`src/rtl/and_event_window_counter.sv`:
```
// Counts rising edges of a monitored signal over fixed windows of WINDOW cycles
// and publishes a saturating count plus overflow flag through a one-entry valid/ready holding register.
module and_event_window_counter #(
  parameter int unsigned WIDTH  = 8,
  parameter int unsigned WINDOW = 16
) (
  input  logic             CLK,
  input  logic             RESET,
  input  logic             I,
  input  logic             O_ready,
  output logic             O_valid,
  output logic [WIDTH-1:0] O_count,
  output logic             O_overflow,
  output logic             O_dropped
);

  localparam int unsigned CW = (WINDOW > 2) ? $clog2(WINDOW) : 1;
  localparam logic [WIDTH-1:0] MAX_COUNT = '1;
  localparam logic [CW-1:0] LAST_POS = CW'(WINDOW - 1);

  typedef enum logic {EMPTY, FULL} state_t;

  state_t           state;
  logic             i_q;
  logic [CW-1:0]    win_cnt;
  logic [WIDTH-1:0] acc;
  logic             acc_ovf;

  logic             rise_c;
  logic             close_c;
  logic             at_max_c;
  logic [WIDTH-1:0] final_count_c;
  logic             final_ovf_c;

  // Closing-window result includes a rise seen in the close cycle itself.
  always_comb begin
    rise_c        = I & ~i_q;
    close_c       = (win_cnt == LAST_POS);
    at_max_c      = (acc == MAX_COUNT);
    final_count_c = (rise_c && !at_max_c) ? acc + 1'b1 : acc;
    final_ovf_c   = acc_ovf | (rise_c & at_max_c);
  end

  assign O_valid = (state == FULL);

  always_ff @(posedge CLK) begin
    if (RESET) begin
      state      <= EMPTY;
      i_q        <= 1'b0;
      win_cnt    <= '0;
      acc        <= '0;
      acc_ovf    <= 1'b0;
      O_count    <= '0;
      O_overflow <= 1'b0;
      O_dropped  <= 1'b0;
    end else begin
      i_q <= I;

      if (close_c) begin
        win_cnt <= '0;
        acc     <= '0;
        acc_ovf <= 1'b0;
      end else begin
        win_cnt <= win_cnt + 1'b1;
        if (rise_c) begin
          if (at_max_c) acc_ovf <= 1'b1;
          else          acc     <= acc + 1'b1;
        end
      end

      // Holding register: a close while full and stalled drops the new result.
      case (state)
        EMPTY: begin
          if (close_c) begin
            O_count    <= final_count_c;
            O_overflow <= final_ovf_c;
            state      <= FULL;
          end
        end
        FULL: begin
          if (O_ready) begin
            if (close_c) begin
              O_count    <= final_count_c;
              O_overflow <= final_ovf_c;
            end else begin
              state <= EMPTY;
            end
          end else if (close_c) begin
            O_dropped <= 1'b1;
          end
        end
        default: state <= EMPTY;
      endcase
    end
  end

endmodule

```
`config.mk`:
```
export PLATFORM = sky130hd
export DESIGN_NAME = and_event_window_counter
export DESIGN_NICKNAME = d
export VERILOG_FILES = /design/src/rtl/and_event_window_counter.sv
export SDC_FILE = /design/constraint.sdc
export NUM_CORES = 1
export LEC_CHECK = 0
export ABC_AREA = 0
export BUFFER_PORTS_ARGS = -buffer_cell sky130_fd_sc_hd__buf_4
export CORE_MARGIN = 3
export CORE_UTILIZATION = 40
export CTS_CLUSTER_DIAMETER = 80
export DETAILED_ROUTE_END_ITERATION = 12
export GPL_TIMING_DRIVEN = 0
export PLACE_DENSITY = 0.57
export SLEW_MARGIN = 0
export SYNTH_ARGS = -nofsm -noshare
export SYNTH_HDL_FRONTEND = slang
export SYNTH_SLANG_ARGS = --single-unit
```
`constraint.sdc`:
```
create_clock -name CLK -period 1.8 [get_ports CLK]
set_input_delay 0.09 -clock CLK [delete_from_list [all_inputs] [get_ports CLK]]
set_output_delay 0.09 -clock CLK [all_outputs]
set_load 0.01 [all_outputs]
```
==> metrics, run 1 <==
status=finished, final reports clean; Max VDD drop=0.000399 V; clock root cell=clkbuf_4; Startpoint Class=flop; CTS Buf Count=3; Distinct cells, synth=36; Fillers=245; share of cells above drive strength 1=24.8%; via count=840; Max FO, Critical Path=6; Antenna Nets Post-Route=0; Synth area leaders=dfxtp_1 48%, nor2_1 6.8%, a211oi_1 3.6%; Top Ports=15; Post-Syn Nets=114; Top FF cell, synth=dfxtp_1; core area=2340 sq um; top cell type's share of synthesized area=47.7%; Die ar.=3270 sq um; dominant cell type by area after synthesis=dfxtp_1; Initial Util=44.8%; # DRC=0; final WL=2150 um; total track usage=14.1%; grt ovf=0; Setup crit end kind=flop; Port Buffers=13; initial antenna violation count=0; row count=17; Max Root-Sink Buffers=2; CTS tree=yes; Cells after Synth=108; Skew-Pair Late Insertion Delay=0.32 ns; Antenna diodes=0; worst path required time=2.03 ns; DRT iter0 DRCs=11; routability cong.=0.779; final worst path period share=93.9%; Max Cap Violations=0; Setup Skew=0.00582 ns; Lkg Pwr=0.000463 uW; Post-Syn Area=1050 sq um; hold_buf cts=0; WP data arrival=1.92 ns; final core occ=51.8%; #FFs+latches synth=25; Routed WL per cell=14.1 um; warnings from Yosys=0; Die W=57.2 um; final setup vio count=0; CP Class=reg -> reg; Final min period=1.69 ns; EDFF count, synth=0; clock slew at reported path FFs=0.14 ns; Syn-to-layout area delta=15.6%; vias in the first global route=785; drt pass-1 iters=4; first-pass GRT wire length=3570 um; DIE HEIGHT=57.2 um; vias per inst=5.49; Worst slew margin=67.4%; power density cells=725 nW/um^2; RSZ-0062 raised after global routing=false; Syn Area/Cell=9.71 sq um; final hold violations=0; register area share after synthesis=47.7%; nets=132; Detailed Place HPWL=1540 um; pin count of the biggest net entering global routing=14; clock sink count=25; CTS H-tree lvls=1; setup TNS=0 ns; Achievable Freq=0.592 GHz; Worst-Margin Slew=0.489 ns; Slew Limit Fails=0; Hold WC Path Type=in -> reg; Synth async-reset ratio=0%
## flip-flops by register name (all words and copies together), names as in the netlist
register	cells
win_cnt	4
acc_ovf	1
O_overflow	1
acc	8
i_q	1
O_dropped	1
O_valid	1
O_count	8
## worst paths after layout
path | startpoint | end | slack (ns) | cells past startpoint
setup / recovery | acc[0] | O_count[6] | 0.11 | 5
hold / removal | I | i_q | 0.03 | 2
setup reg to reg | acc[0] | O_count[6] | 0.11 | 5
hold reg to reg | win_cnt[0] | win_cnt[0] | 0.47 | 1
## cell families after synthesis
group                    after synthesis  synth area share (%)
AND/OR/NAND/NOR                       50                  27.4
XOR/XNOR                               4                  3.34
adder cells (fa/ha/maj)                2                  2.39
flip-flops                            25                  47.7
buffers and inverters                  4                  1.67
multiplexers                           3                  2.86
AO/OA/AOI/OAI                         20                  14.6
## layout make-up
class	count	area (sq um)	area share (%)
repair buffers	13	97.6	8.05
flip-flops and latches	25	500	41.3
clock buffers	4	26.3	2.17
plain buffers	3	13.8	1.14
inverters	1	3.75	0.310
multi-input cells	79	536	44.2
well taps	28	35.0	2.89
## report_power, final
group | switching [uW] | internal [uW]
registers | 11.9 | 565
logic | 26.6 | 19.4
clock network | 170 | 86.9
## cell usage after synthesis, drive strengths merged, types with 2 or more instances
cell type and instances:
a211oi 6, nand3 5, mux2i 3, dfxtp 25
a21oi 4, o22ai 2, nand2b 3, nand4b 3
nor2b 3, xnor2 2, nor2 19, nand2 6
ha 2, xor2 2, nor3 4, buf 2
o21ai 3
## cells in the final DEF (no fill, tap or decap), drive strengths merged, types with 3 or more instances in the layout
cell type / synthesis / layout
a211oi: 6 / 6
a21oi: 4 / 4
buf: 2 / 15
clkbuf: 1 / 5
dfxtp: 25 / 25
mux2i: 3 / 3
nand2: 6 / 6
nand2b: 3 / 3
nand3: 5 / 5
nand4b: 3 / 3
nor2: 19 / 19
nor2b: 3 / 3
nor3: 4 / 4
o21ai: 3 / 3
## routing by layer
layer  wire length (um)  global-route usage [%]
met5                  0                       0
met4                 47                    6.95
met3                 93                    2.26
met2                954                    22.0
met1               1060                    18.9
## worst max-delay path, stage by stage, from the launching register on
cell and delay, ns:
dfxtp_1 0.43, ha_2 0.28, nand3_2 0.14, or4b_4 0.55, o21ai_2 0.09, o22ai_1 0.11
## metrics by stage
stage / total power [uW] / cells / setup slack, ns / hold WS [ns] / area (sq um)
6_report: 879 / 153 / 0.110 / 0.0286 / 1210
3_5_place_dp: 634 / 149 / 0.0905 / 0.378 / 1180
2_1_floorplan: 618 / 108 / 0.227 / 0.218 / 1050
4_1_cts: 885 / 153 / 0.0459 / 0.0273 / 1210
3_3_place_gp: 633 / 149 / 0.0696 / 0.353 / 1180
5_1_grt: 905 / 153 / 0.000138 / 0.0530 / 1210
## what timing repair did
item,in CTS,in global routing
resized for setup,0,2
endpoints found under the setup margin,0,5
setup buffers,0,0
Note: power is estimated with default switching activity, not from simulation.
==> run 2: changes to the inputs <==
--- a/config.mk
+++ b/config.mk
@@ -5,14 +5,14 @@
 export SDC_FILE = /design/constraint.sdc
 export NUM_CORES = 1
 export LEC_CHECK = 0
-export ABC_AREA = 0
+export ABC_AREA = 1
 export BUFFER_PORTS_ARGS = -buffer_cell sky130_fd_sc_hd__buf_4
 export CORE_MARGIN = 3
 export CORE_UTILIZATION = 40
 export CTS_CLUSTER_DIAMETER = 80
 export DETAILED_ROUTE_END_ITERATION = 12
 export GPL_TIMING_DRIVEN = 0
-export PLACE_DENSITY = 0.57
+export PLACE_DENSITY = 0.65
 export SLEW_MARGIN = 0
 export SYNTH_ARGS = -nofsm -noshare
 export SYNTH_HDL_FRONTEND = slang
==> run 2 against run 1 <==
Net effect:
- worst hold slack improved by 0.0029 ns
- sequential share of layout area decreased by 3.6 points
- fmax increased by 17%
- sequential cell count unchanged
- global-route usage decreased by 0.14 points
- register-to-register slack improved by 0.25 ns
- non-clock buffer count increased by 3
- routed wire length decreased by 5.2%
- critical endpoint is now O_overflow
- largest cell class unchanged
- largest power group unchanged
==> metrics, run 2 <==
CTS tree=yes (unchanged); Antenna Nets Post-Route=0 (unchanged); DRT iter0 DRCs=42 (was 11); Post-Syn Nets=159 (was 114); vias in the first global route=930 (was 785); Setup Skew=0.00657 ns (was 0.00582 ns); Final min period=1.44 ns (was 1.69 ns); drt pass-1 iters=4 (unchanged); Antenna diodes=0 (unchanged); CTS Buf Count=3 (unchanged); top layer in use=met4 (unchanged); Max Cap Violations=0 (unchanged); # DRC=0 (unchanged); grt ovf=0 (unchanged); most frequent cells in the layout=26 x nor2_1, 25 x dfxtp_1, 24 x inv_1 (was 25 x dfxtp_1, 18 x nor2_1, 13 x buf_4); warnings from Yosys=0 (unchanged); hold_buf cts=1 (was 0); Routed WL per cell=10.1 um (was 14.1 um); Synth area leaders=dfxtp_1 44%, nor2_1 8.5%, inv_1 7.9% (was dfxtp_1 48%, nor2_1 6.8%, a211oi_1 3.6%); row count=18 (was 17); DR WL met3=90 um (was 93 um); final worst path period share=80.0% (was 93.9%); setup TNS=0 ns (unchanged); clock root cell=clkbuf_4 (unchanged); clock slew at reported path FFs=0.13 ns (was 0.14 ns); Syn Area/Cell=7.50 sq um (was 9.71 sq um); CP Class=reg -> reg (unchanged); dominant cell type by area after synthesis=dfxtp_1 (unchanged); final hold violations=0 (unchanged); commonest non-fill, non-tap cell in the layout=nor2_1 (was dfxtp_1); total track usage=14.0% (was 14.1%); family with the most delay on the worst path=flip-flops (was simple AND/OR/NAND/NOR gates); Skew-Pair Late Insertion Delay=0.32 ns (about the same); Post-Syn Area=1150 sq um (was 1050 sq um); DIE HEIGHT=59.6 um (was 57.2 um); Die W=59.6 um (was 57.2 um); routed wl met2=907 um (was 954 um); top-count cell post-synth=nor2_1 (was dfxtp_1); Slew Limit Fails=0 (unchanged); Initial Util=44.3% (was 44.8%); Max VDD drop=0.000393 V (was 0.000399 V); # Post-CTS Setup Buffers=0 (unchanged); post_cts resized=0 (unchanged); CTS H-tree lvls=1 (unchanged); Top Ports=15 (unchanged); EDFF count, synth=0 (unchanged); Cells after Synth=153 (was 108); Lkg Pwr=0.000574 uW (was 0.000463 uW); Hold WC Path Type=in -> reg (unchanged); Startpoint Class=flop (unchanged); Metal-1 WL=1010 um (was 1060 um); nets=179 (was 132); first-pass GRT wire length=3760 um (was 3570 um); final WL=2040 um (was 2150 um); Synth async-reset ratio=0% (unchanged); pin count of the biggest net entering global routing=15 (was 14); Max FO, Critical Path=10 (was 6); power density cells=646 nW/um^2 (was 725 nW/um^2); via count=956 (was 840); Setup crit end kind=flop (unchanged); Detailed Place HPWL=1560 um (was 1540 um); Placement Cell Area=1290 sq um (was 1180 sq um); largest stage delay on the critical path=0.37 ns (was 0.55 ns); Distinct cells, synth=24 (was 36); RSZ-0062 raised after global routing=false (unchanged); Die ar.=3550 sq um (was 3270 sq um); status=finished, final reports clean (unchanged); top cells by count, synth=26 x nor2_1, 25 x dfxtp_1, 24 x inv_1 (was 25 x dfxtp_1, 19 x nor2_1, 6 x nand2_1); biggest regs=O_count: 8 flops, acc: 8 flops, win_cnt: 4 flops (unchanged); CP most frequent cell=inv_2; Port Buffers=14 (was 13); worst path required time=2.03 ns (about the same); Syn-to-layout area delta=15.7% (was 15.6%); crit-path cells=ha_1, nand2_2, nor2_4, inv_2, nor2_8, buf_6, inv_2, o21ai_1, inv_1 (was ha_2, nand3_2, or4b_4, o21ai_2, o22ai_1); initial antenna violation count=0 (unchanged); final instance area=1330 sq um (was 1210 sq um); share of cells above drive strength 1=22.1% (was 24.8%); WP data arrival=1.67 ns (was 1.92 ns); top cell type's share of synthesized area=43.6% (was 47.7%); Top FF cell, synth=dfxtp_1 (unchanged); register area share after synthesis=43.6% (was 47.7%); Pwr Total=858 uW (was 879 uW); routability cong.=0.754 (was 0.779); vias per inst=4.73 (was 5.49); final setup vio count=0 (unchanged); #FFs+latches synth=25 (unchanged); core area=2590 sq um (was 2340 sq um); WP buf/inv=4 (was 0); Max Root-Sink Buffers=2 (unchanged); Achievable Freq=0.694 GHz (was 0.592 GHz); Worst-Margin Slew=0.489 ns (about the same); clock sink count=25 (unchanged); Worst slew margin=67.4% (about the same); CP max stage cell=dfxtp_1 (was or4b_4)
run 2: cell types whose count changed in the layout (fill, tap and decap cells not counted), sizes merged, moves of 4 or more:
cell    before  now
nor3         4    0
inv          1   27
nand3        5   15
nand2        6   24
a211oi       6    0
a21oi        4   10
nor2        19   32
run 2: power breakdown:
group	switching (uW)	internal (uW)
Sequential	6.56	563
Combinational	26.2	18.5
Clock	160	83.3
Total	193	665
run 2: final timing paths:
path	slack, ns	startpoint	depth (start not counted)	end
worst max-delay path	0.36	win_cnt[0]	9	O_overflow
worst min-delay path	0.03	RESET	4	O_count[0]
worst max register to register	0.36	win_cnt[0]	9	O_overflow
worst min register to register	0.46	win_cnt[0]	1	win_cnt[0]
run 2: final cells by class:
type / count / area [sq um]
clock inverters: 1 / 5.00
plain buffers: 4 / 31.3
multi-input cells: 97 / 514
clock buffers: 3 / 22.5
inverters: 27 / 101
repair buffers: 15 / 115
fillers: 265 / 1260
well taps: 30 / 37.5
flip-flops and latches: 25 / 500
run 2: layer usage:
metal	vias up	global-route usage, %
li1	516	-
met1	421	16.4
met2	14	23.7
met3	5	2.83
met4	0	7.28
met5	-	0
run 2: tightest hold or removal path, stage by stage:
cell and delay (ns):
buf_4 0.11, nor2_1 0.04, nand2_1 0.05, inv_1 0.03
run 2: cells by family (layout without fill, tap and decap cells):
kind of cell	Yosys count	in the layout	share of synthesized area, %
compound gates	16	16	7.52
buf+inv	31	50	11.6
flops	25	25	43.6
fa+ha+maj	2	2	2.18
simple gates	79	79	35.1
run 2: through the flow:
stage                     hold slack [ns]  util, %  std cells  worst slack [ns]
after global placement              0.300     49.8        197             0.394
final                              0.0315     51.3        202             0.360
after global routing               0.0557     51.3        202             0.204
after CTS                          0.0273     51.3        202             0.326
after floorplan                     0.197        -        153             0.517
after detailed placement            0.310     49.8        197             0.357
